===== src/rtl/button_event_scheduler.sv =====
// Debounced push-buttons -> round-robin arbitrated press/release event FIFO (valid/ready out).
// Event valid one clk after btn_state toggles; a full FIFO holds edges in pending bits until overwritten.
// BTN_AUTOREPEAT_EN adds periodic press events while a button stays held.
module button_event_scheduler #(
    parameter int NUM_BTN      = 4,
    parameter int TICK_DIV     = 50000,
    parameter int STABLE_TICKS = 8,
    parameter int FIFO_DEPTH   = 4,
    parameter int REPEAT_TICKS = 64
) (
    input  logic               clk,
    input  logic               rst_n,
    input  logic [NUM_BTN-1:0] btn_raw,
    output logic [NUM_BTN-1:0] btn_state,
    output logic               evt_valid,
    input  logic               evt_ready,
    output logic [2:0]         evt_id,
    output logic               evt_down,
    output logic               overflow,
    input  logic               clear_ovf
);
    localparam int PW = $clog2(TICK_DIV);
    localparam int AW = $clog2(FIFO_DEPTH);
    localparam int IW = $clog2(NUM_BTN);

    logic [PW-1:0]      pre_q;
    logic               tick;
    logic [NUM_BTN-1:0] s1_q, s2_q;
    logic [NUM_BTN-1:0] state_q, state_d;
    logic [7:0]         dcnt_q [NUM_BTN];
    logic [7:0]         dcnt_d [NUM_BTN];
    logic [NUM_BTN-1:0] evt_set, evt_type, rep_set, set_v, typ_v;
    logic [NUM_BTN-1:0] pend_q, pend_d, ptype_q, ptype_d;
    logic               ovf_q, ovf_d, ovf_set;
    logic [IW-1:0]      rr_q, rr_d, grant_idx;
    logic               found, push, pop, full;
    logic [3:0]         mem_q [FIFO_DEPTH];
    logic [AW-1:0]      wr_q, rd_q;
    logic [AW:0]        fcnt_q, fcnt_d;
    int                 j;

    assign tick = (pre_q == PW'(TICK_DIV - 1));

    always_comb begin
        state_d  = state_q;
        evt_set  = '0;
        evt_type = '0;
        for (int i = 0; i < NUM_BTN; i++) begin
            dcnt_d[i] = dcnt_q[i];
            if (tick) begin
                if (s2_q[i] == state_q[i]) begin
                    dcnt_d[i] = '0;
                end else if (dcnt_q[i] == 8'(STABLE_TICKS - 1)) begin
                    dcnt_d[i]   = '0;
                    state_d[i]  = ~state_q[i];
                    evt_set[i]  = 1'b1;
                    evt_type[i] = ~state_q[i];
                end else begin
                    dcnt_d[i] = dcnt_q[i] + 8'd1;
                end
            end
        end
    end

`ifdef BTN_AUTOREPEAT_EN
    localparam int RW = $clog2(REPEAT_TICKS);
    logic [RW-1:0] rep_q [NUM_BTN];
    logic [RW-1:0] rep_d [NUM_BTN];

    // A press toggle restarts the interval; the toggle itself is the first press event.
    always_comb begin
        rep_set = '0;
        for (int i = 0; i < NUM_BTN; i++) begin
            rep_d[i] = rep_q[i];
            if (tick) begin
                if (state_q[i] && !evt_set[i]) begin
                    if (rep_q[i] == RW'(REPEAT_TICKS - 1)) begin
                        rep_d[i]   = '0;
                        rep_set[i] = 1'b1;
                    end else begin
                        rep_d[i] = rep_q[i] + RW'(1);
                    end
                end else begin
                    rep_d[i] = '0;
                end
            end
        end
    end

    always_ff @(posedge clk or negedge rst_n) begin
        if (!rst_n) begin
            for (int i = 0; i < NUM_BTN; i++) rep_q[i] <= '0;
        end else begin
            for (int i = 0; i < NUM_BTN; i++) rep_q[i] <= rep_d[i];
        end
    end
`else
    assign rep_set = '0;
`endif

    assign set_v = evt_set | rep_set;
    assign typ_v = (evt_set & evt_type) | rep_set;

    assign full = (fcnt_q == (AW+1)'(FIFO_DEPTH));
    assign pop  = evt_valid & evt_ready;

    always_comb begin
        found     = 1'b0;
        grant_idx = '0;
        j         = 0;
        for (int k = 0; k < NUM_BTN; k++) begin
            j = int'(rr_q) + k;
            if (j >= NUM_BTN) j = j - NUM_BTN;
            if (!found && pend_q[IW'(j)]) begin
                found     = 1'b1;
                grant_idx = IW'(j);
            end
        end
        push = found & (~full | pop);
        rr_d = rr_q;
        if (push) rr_d = (grant_idx == IW'(NUM_BTN - 1)) ? '0 : grant_idx + IW'(1);
    end

    // A new edge only loses data if an older one is still pending after this cycle's grant.
    always_comb begin
        pend_d  = pend_q;
        ptype_d = ptype_q;
        ovf_set = 1'b0;
        if (push) pend_d[grant_idx] = 1'b0;
        for (int i = 0; i < NUM_BTN; i++) begin
            if (set_v[i]) begin
                if (pend_d[i]) ovf_set = 1'b1;
                pend_d[i]  = 1'b1;
                ptype_d[i] = typ_v[i];
            end
        end
        ovf_d = ovf_set | (ovf_q & ~clear_ovf);
    end

    always_comb begin
        fcnt_d = fcnt_q;
        case ({push, pop})
            2'b10:   fcnt_d = fcnt_q + (AW+1)'(1);
            2'b01:   fcnt_d = fcnt_q - (AW+1)'(1);
            default: fcnt_d = fcnt_q;
        endcase
    end

    always_ff @(posedge clk or negedge rst_n) begin
        if (!rst_n) begin
            pre_q   <= '0;
            s1_q    <= '0;
            s2_q    <= '0;
            state_q <= '0;
            pend_q  <= '0;
            ptype_q <= '0;
            ovf_q   <= 1'b0;
            rr_q    <= '0;
            wr_q    <= '0;
            rd_q    <= '0;
            fcnt_q  <= '0;
            for (int i = 0; i < NUM_BTN; i++) dcnt_q[i] <= '0;
            for (int i = 0; i < FIFO_DEPTH; i++) mem_q[i] <= '0;
        end else begin
            pre_q   <= tick ? '0 : pre_q + PW'(1);
            s1_q    <= ~btn_raw;
            s2_q    <= s1_q;
            state_q <= state_d;
            pend_q  <= pend_d;
            ptype_q <= ptype_d;
            ovf_q   <= ovf_d;
            rr_q    <= rr_d;
            fcnt_q  <= fcnt_d;
            for (int i = 0; i < NUM_BTN; i++) dcnt_q[i] <= dcnt_d[i];
            if (push) begin
                mem_q[wr_q] <= {3'(grant_idx), ptype_q[grant_idx]};
                wr_q        <= wr_q + AW'(1);
            end
            if (pop) rd_q <= rd_q + AW'(1);
        end
    end

    assign btn_state = state_q;
    assign overflow  = ovf_q;
    assign evt_valid = (fcnt_q != '0);
    assign evt_id    = mem_q[rd_q][3:1];
    assign evt_down  = mem_q[rd_q][0];
endmodule

===== config.mk =====
export PLATFORM = sky130hd
export DESIGN_NAME = button_event_scheduler
export DESIGN_NICKNAME = d
export VERILOG_FILES = /design/src/rtl/button_event_scheduler.sv
export SDC_FILE = /design/constraint.sdc
export NUM_CORES = 1
export LEC_CHECK = 0
export CAP_MARGIN = 10
export CORE_MARGIN = 4
export CORE_UTILIZATION = 40
export DETAILED_ROUTE_END_ITERATION = 12
export PLACE_DENSITY = 0.65
export SLEW_MARGIN = 20
export SYNTH_ARGS = -nofsm -noshare
export SYNTH_HDL_FRONTEND = slang
export SYNTH_SLANG_ARGS = --single-unit

===== constraint.sdc =====
create_clock -name clk -period 3.5 [get_ports clk]
set_input_delay 0.7 -clock clk [delete_from_list [all_inputs] [get_ports clk]]
set_output_delay 0.7 -clock clk [all_outputs]
set_load 0.01 [all_outputs]

==> results of run 1 <==
-- synthesized netlist by cell type (5+ instances only) --
| library cell | number | area [µm²] |
|---|---|---|
| dfrtp_1 | 90 | 2250 |
| nand2_1 | 71 | 267 |
| o21ai_0 | 37 | 185 |
| o31ai_1 | 28 | 210 |
| nand3_1 | 21 | 105 |
| and3_1 | 20 | 125 |
| nor2_1 | 18 | 67.6 |
| xnor2_1 | 18 | 158 |
| inv_1 | 17 | 63.8 |
| ha_1 | 14 | 175 |
| xor2_1 | 12 | 105 |
| and2_1 | 5 | 31.3 |
| nand2b_1 | 5 | 31.3 |
| or4_1 | 5 | 37.5 |
-- flip-flops by register name (all words and copies together) (netlist names) --
signal and flops:
s1_q 4, pre_q 16, ptype_q 4, s2_q 4, fcnt_q 3, rd_q 2
pend_q 4, dcnt_q 32, mem_q 12, btn_state 4, wr_q 2, overflow 1
rr_q 2
-- how the worst max path moves through the flow --
stage,start,end,slack (ns),depth (start not counted)
2_1_floorplan,evt_ready,fcnt_q[2],0.64,10
3_3_place_gp,evt_ready,fcnt_q[2],0.36,10
3_5_place_dp,evt_ready,fcnt_q[2],0.29,10
4_1_cts,evt_ready,fcnt_q[2],0.67,10
5_1_grt,evt_ready,fcnt_q[2],0.52,10
6_report,evt_ready,fcnt_q[2],0.67,10
-- routing by layer --
layer,global-route usage,part of all wire
met4,0.0570,0.016
met2,0.226,0.46
met3,0.0239,0.023
met1,0.200,0.50
met5,0,0
-- power groups by stage --
stage | combinational [W] | clock [W] | sequential (W)
2_1_floorplan | 0.000131 | 0 | 0.00112
3_3_place_gp | 0.000176 | 0 | 0.00114
3_5_place_dp | 0.000187 | 0 | 0.00114
4_1_cts | 0.000188 | 0.000785 | 0.00112
5_1_grt | 0.000207 | 0.000831 | 0.00113
6_report | 0.000182 | 0.000760 | 0.00112
-- layout make-up --
cell class,instances,area (µm²)
inverters,17,63.8
clock inverters,5,78.8
clock buffers,11,131
fillers,1017,5860
flip-flops and latches,90,2250
repair buffers,20,200
well taps,140,175
multi-input cells,319,2130
-- cells by family (layout without fill, tap and decap cells) --
kind of cell             count (synthesis)  after routing
AO/OA/AOI/OAI                           90             90
XOR/XNOR                                30             30
adder cells (fa/ha/maj)                 15             15
buffers and inverters                   25             53
flip-flops                              90             90
multiplexers                             9              9
other                                    1              1
AND/OR/NAND/NOR                        174            174
-- per-stage QoR --
step	area, µm²	power (W)
floorplan	4480	0.00125
global placement	4820	0.00132
detailed placement	4820	0.00133
CTS	5030	0.00209
global route	5030	0.00216
finish	5030	0.00206
-- critical path, stage by stage --
cell             delay (ns)
clkdlybuf4s50_1        0.41
or4b_2                 0.69
and2_1                 0.19
inv_1                  0.09
ha_1                   0.19
inv_1                  0.06
fa_1                   0.38
xor2_1                 0.15
nor2_1                 0.11
xor2_1                 0.15
==> results.ini, run 1 <==
[floorplanning]
dieHeight_um = 114
dieArea_um2 = 13000
core_um2 = 10900
num_rows = 38
die_x_um = 114
io_pins = 18
start_util = 0.411

[power]
clkPwrFrac = 0.369
p_switching_w = 0.000489
p_sw_frac = 0.237
power_frac_seq = 0.543
total_leakage_power_nw = 2.34
power_density_nw_per_um2 = 410
vdd_drop_max_mv = 0.196
internal_power_w = 0.00157
pwr-share-comb = 0.088

[setup_path]
crit-reg2reg-launch = fcnt_q[0]
critPathCaptureType = register
critPathMaxFanout = 6
rr_worst_depth = 9
start_kind = input port
path_class = in -> reg
reg2reg_slack_ns = 0.97
arrival_ns = 3.12
worstPathRequired_ns = 3.78
r2r_end = fcnt_q[2]

[detailed_routing]
first_pass_iters = 4
wl_per_cell_um = 14.1
wirelength_mm = 8.46
viasPerCell = 5.28
num_vias = 3178
drt_iter0_drc = 174
drc = 0
ant_nets = 0

[timing]
fin_ws_ns = 0.668
period_minus_slack_ns = 2.83
skew_ns = 0.00901
drv_slew = 0
fmax_mhz = 353
finalCritPeriodShare = 0.809
setup_viol = 0
hold_viol = 0
fin_tns_setup_ns = 0
hold_ws_ns = 0.355
worst_pin_slew_ns = 0.752
maxSlewHeadroom = 0.499
rsz0062_at_grt = no

[cells_and_area]
nets = 480
utilization = 0.462
layout_commonest_cell = dfrtp_1
finalNonFillerCells = 602
syn_to_final_growth_pct = 12.3
final_cell_mix = dfrtp_1, nand2_1, o21ai_0
diodes = 0
drive_gt1_frac = 0.0909

[global_route]
grt_usage = 0.144
first_global_vias = 3204
grt_pass1_wl_mm = 15.3
grt_max_degree = 60
antenna_found_initial = 0
grt_overflow = 0

[synthesis]
syn_avg_cell_area_um2 = 10.3
synth_cells = 434
synth-compound-area-share = 0.131
async_reset_ff_frac = 1.00
synth_xor_area_frac = 0.0587
seq_area_frac_synth = 0.503
synthAdderAreaFrac = 0.0436
synth_top_family_by_area = simple AND/OR/NAND/NOR gates
synth-edff-count = 0
synthSimpleGateAreaFrac = 0.208
yosys_warnings = 0
ys_seq_elements = 90
synth_ff_type = dfrtp_1
synthMuxAreaShare = 0.0321
synth_nets = 457
synth_area_um2 = 4480
synth.distinct_cells = 54

[place]
gp_congestion = 0.779
portBuffers = 16
hpwl_mm = 5.94
dp_cells = 586
dp_worst_setup_slack_ns = 0.291

[run]
maxCapViolCount = 0

[clocking]
cts_tree = done
cts_max_level = 3
cts.sinks = 90
cts_buffers = 9
cts_buffer_depth = 2
path_clk_slew_ns = 0.09
root_buffer = clkbuf_8
worstSkewPairLatency_ns = 0.36
cts_resized = 0
holdBufCountCts = 0
postCtsSetupBuffers = 0

[status]
status = finished clean

[min_path]
min_path_cells = 0
min-delay-start = s1_q[1]
hold_class = reg -> reg
worst_hold_path.endpoint = s2_q[1]

Power figures use the tool's default switching activity.
==> run 2: changes to the inputs <==
clock period = 2.82 ns   (was 3.5 ns; I/O delays follow)
==> results.ini, run 2 (same netlist as run 1, synthesis figures left out) <==
[clocking]
worstSkewPairLatency_ns = 0.37
cts_buffer_depth = 2
cts_tree = done
cts_resized = 0
holdBufCountCts = 0
postCtsSetupBuffers = 0
path_clk_slew_ns = 0.09
cts_max_level = 3
cts_buffers = 9
root_buffer = clkbuf_8
cts.sinks = 90

[global_route]
first_global_vias = 3249
grt_usage = 0.141
antenna_found_initial = 0
grt_max_degree = 48
grt_overflow = 0
grt_pass1_wl_mm = 14.9

[cells_and_area]
multi_input_area_um2 = 2130
syn_to_final_growth_pct = 14.9
largest_register = dcnt_q
ff_latch_area_um2 = 2250
fin_area_um2 = 5150
diodes = 0
largest_register_ffs = 32
layout_commonest_cell = dfrtp_1
reg_top3 = dcnt_q (32), pre_q (16), mem_q (12)
fillers = 1029
nets = 487
utilization = 0.473
drive_gt1_frac = 0.109
final_cell_mix = dfrtp_1, nand2_1, o21ai_0

[floorplanning]
start_util = 0.411
io_pins = 18
num_rows = 38
core_um2 = 10900
dieArea_um2 = 13000
dieHeight_um = 114
die_x_um = 114

[place]
place_area_um2 = 4870
hpwl_mm = 5.96
portBuffers = 16
gp_congestion = 0.814

[detailed_routing]
ant_nets = 0
first_pass_iters = 4
wirelength_mm = 8.43
drc = 0
viasPerCell = 5.25
wl_per_cell_um = 13.8
num_vias = 3198
drt_iter0_drc = 147

[setup_path]
path_class = in -> reg
arrival_ns = 2.85
start_kind = input port
critPathCaptureType = register
critPathMaxFanout = 2
worstPathRequired_ns = 3.11

[power]
power_frac_seq = 0.498
pwr-share-comb = 0.084
power_density_nw_per_um2 = 543
internal_power_w = 0.00217
p_sw_frac = 0.225
p_switching_w = 0.000628
vdd_drop_max_mv = 0.376
clkPwrFrac = 0.418
total_leakage_power_nw = 2.40

[timing]
fmax_mhz = 391
maxSlewHeadroom = 0.618
hold_ws_ns = 0.190
setup_viol = 0
rsz0062_at_grt = no
worst_pin_slew_ns = 0.573
skew_ns = 0.0129
hold_viol = 0
finalCritPeriodShare = 0.908
period_minus_slack_ns = 2.56
drv_slew = 0

[min_path]
hold_class = in -> async

[status]
status = finished clean

[run]
maxCapViolCount = 0

## run 2: critical path, stage by stage
cell             delay [ns]
clkdlybuf4s50_1        0.41
or4b_2                 0.63
and2_1                 0.18
inv_1                  0.08
ha_1                   0.16
inv_1                  0.05
fa_1                   0.37
xor2_1                 0.15
nor2_1                 0.11
xor2_1                 0.15
## run 2: area by class of cell
cell class / instances / share of cell area
repair buffers: 27 / 0.0491
clock buffers: 10 / 0.0267
well taps: 140 / 0.0340
inverters: 17 / 0.0124
multi-input cells: 319 / 0.414
flip-flops and latches: 90 / 0.437
clock inverters: 6 / 0.0265
## run 2: final timing paths
kind,slack (ns),cells past startpoint,start,end
max,0.26,10,evt_ready,fcnt_q[2]
min,0.19,1,rst_n,mem_q[13]
max reg2reg,0.42,9,fcnt_q[1],fcnt_q[2]
min reg2reg,0.35,0,s1_q[0],s2_q[0]
max in group asynchronous,1.99,2,rst_n,dcnt_q[23]
min in group clk,0.35,0,s1_q[0],s2_q[0]
## run 2: power groups by stage
stage	logic [W]	clock network, W	registers [W]
2_1_floorplan	0.000162	0	0.00139
3_3_place_gp	0.000228	0	0.00141
3_5_place_dp	0.000240	0	0.00142
4_1_cts	0.000242	0.00121	0.00139
5_1_grt	0.000263	0.00126	0.00140
6_report	0.000236	0.00117	0.00139
## run 2: per-layer routing
metal / track usage / vias to the layer above / wire [µm]
met4: 0.0578 / 0 / 167
li1: - / 1588 / -
met3: 0.0244 / 15 / 183
met2: 0.226 / 32 / 3960
met1: 0.191 / 1563 / 4120
met5: 0 / - / 0
## run 2: through the flow
step / total power, W / setup TNS (ns) / setup WS [ns] / cells
2_1_floorplan: 0.00155 / 0 / 0.0964 / 434
3_3_place_gp: 0.00164 / -0.0768 / -0.0768 / 593
3_5_place_dp: 0.00166 / -0.116 / -0.116 / 593
4_1_cts: 0.00284 / 0 / 0.257 / 609
5_1_grt: 0.00292 / 0 / 0.155 / 609
6_report: 0.00279 / 0 / 0.260 / 609
==> run 3: changes to the inputs <==
==> constraint.sdc (replaced) <==
create_clock -name clk -period 2.82 [get_ports clk]
set_input_delay 0.423 -clock clk [delete_from_list [all_inputs] [get_ports clk]]
set_output_delay 0.423 -clock clk [all_outputs]
set_load 0.01 [all_outputs]
==> results.ini, run 3 (same netlist as run 1, synthesis figures left out) <==
[status]
status = finished clean

[cells_and_area]
multi_input_area_um2 = 2130
final_cell_mix = dfrtp_1, nand2_1, o21ai_0
ff_latch_area_um2 = 2250
syn_to_final_growth_pct = 13.7
finalNonFillerCells = 608
largest_register = dcnt_q
layout_commonest_cell = dfrtp_1
largest_register_ffs = 32
nets = 486
drive_gt1_frac = 0.107
diodes = 0
fillers = 1032
reg_top3 = dcnt_q (32), pre_q (16), mem_q (12)

[place]
dp_cells = 592
portBuffers = 16
gp_congestion = 0.773
hpwl_mm = 5.84

[setup_path]
worstPathRequired_ns = 3.10
critPathBufInv = 3
critPathCaptureType = register
critPathMaxFanout = 2
crit-reg2reg-launch = fcnt_q[1]
path_class = in -> reg
endpoint = fcnt_q[2]
crit_path_start = evt_ready
rr_worst_depth = 9
reg2reg_slack_ns = 0.34
arrival_ns = 2.77
path_cells = clkdlybuf4s50_1, or4b_2, and2_1, inv_1, ha_1, inv_1, fa_1, xor2_1, nor2_1, xor2_1
crit_cells = 10
start_kind = input port
crit_path_max_incr_delay_ns = 0.63
cp_top_family = simple AND/OR/NAND/NOR gates
slowest_stage = or4b_2
r2r_end = fcnt_q[2]

[timing]
hold_viol = 0
worst_pin_slew_ns = 0.574
fin_tns_setup_ns = 0
finalCritPeriodShare = 0.882
drv_slew = 0
fmax_mhz = 402
hold_ws_ns = 0.0860
maxSlewHeadroom = 0.615
setup_viol = 0
rsz0062_at_grt = no
skew_ns = 0.0126
period_minus_slack_ns = 2.49

[clocking]
cts_buffer_depth = 2
cts_buffers = 9
root_buffer = clkbuf_8
holdBufCountCts = 0
cts_tree = done
worstSkewPairLatency_ns = 0.36
cts.sinks = 90
postCtsSetupBuffers = 0
cts_resized = 0
path_clk_slew_ns = 0.09
cts_max_level = 3

[detailed_routing]
wirelength_mm = 8.45
wl_met3_um = 285
routed.top_layer = met4
drc = 0
first_pass_iters = 5
dr_wl_met2_mm = 3.94
viasPerCell = 5.29
m1WireLength_mm = 4.11
wl_per_cell_um = 13.9
ant_nets = 0
num_vias = 3214
drt_iter0_drc = 186

[power]
total_leakage_power_nw = 2.38
vdd_drop_max_mv = 0.341
power_density_nw_per_um2 = 513
total_power_w = 0.00261

[global_route]
grt_max_degree = 91
grt_overflow = 0
grt_pass1_wl_mm = 15.1
grt_usage = 0.142
antenna_found_initial = 0
first_global_vias = 3205

[floorplanning]
num_rows = 38
dieHeight_um = 114
io_pins = 18
core_um2 = 10900
start_util = 0.411
dieArea_um2 = 13000
die_x_um = 114

[min_path]
hold_class = in -> async

[run]
maxCapViolCount = 0

run 3: cell count changes in the layout (fill, tap and decap cells not counted):
cell / previous run / this run
bufinv_16: 4 / 2
clkinv_4: 0 / 2
buf_4: 11 / 10
clkbuf_8: 10 / 9
clkinv_2: 0 / 1
clkinvlp_4: 1 / 0
inv_6: 1 / 2
run 3: where the power goes:
group / switching [W] / leakage [nW] / internal (W)
registers: 0.0000543 / 1.20 / 0.00133
logic: 0.000108 / 1.06 / 0.000121
clock network: 0.000485 / 0.114 / 0.000507
run 3: cell type report:
type,count,share of cell area
tap,140,0.0344
sequential,90,0.442
clock inverter,7,0.0197
inverter,17,0.0125
multi-input combinational,319,0.419
timing repair buffer,26,0.0482
clock buffer,9,0.0243
run 3: routing by layer:
layer | vias up | global-route usage
met5 | - | 0
met3 | 13 | 0.0271
met2 | 43 | 0.221
met4 | 0 | 0.0554
met1 | 1571 | 0.197
li1 | 1587 | -
run 3: worst min-delay path by stage:
stage | from | to | slack, ns
2_1_floorplan | rst_n | btn_state[0] | 0.13
3_3_place_gp | s1_q[0] | s2_q[0] | 0.33
3_5_place_dp | s1_q[3] | s2_q[3] | 0.34
4_1_cts | rst_n | mem_q[14] | 0.11
5_1_grt | rst_n | dcnt_q[21] | 0.14
6_report | rst_n | mem_q[14] | 0.09
run 3: worst reg2reg max path, cell delays in order (launching register included):
cell and delay, ns:
dfrtp_1 0.41, or4b_2 0.69, and2_1 0.18, inv_1 0.07, ha_1 0.19, inv_1 0.06
fa_1 0.37, xor2_1 0.15, nor2_1 0.11, xor2_1 0.16
run 3: per-stage QoR:
stage               worst slack (ns)   util  instance area, µm²
detailed placement           -0.0279  0.447                4870
CTS                            0.325  0.468                5090
global placement              0.0581  0.447                4870
finish                         0.333  0.468                5090
global route                   0.221  0.468                5090
floorplan                      0.237      -                4480
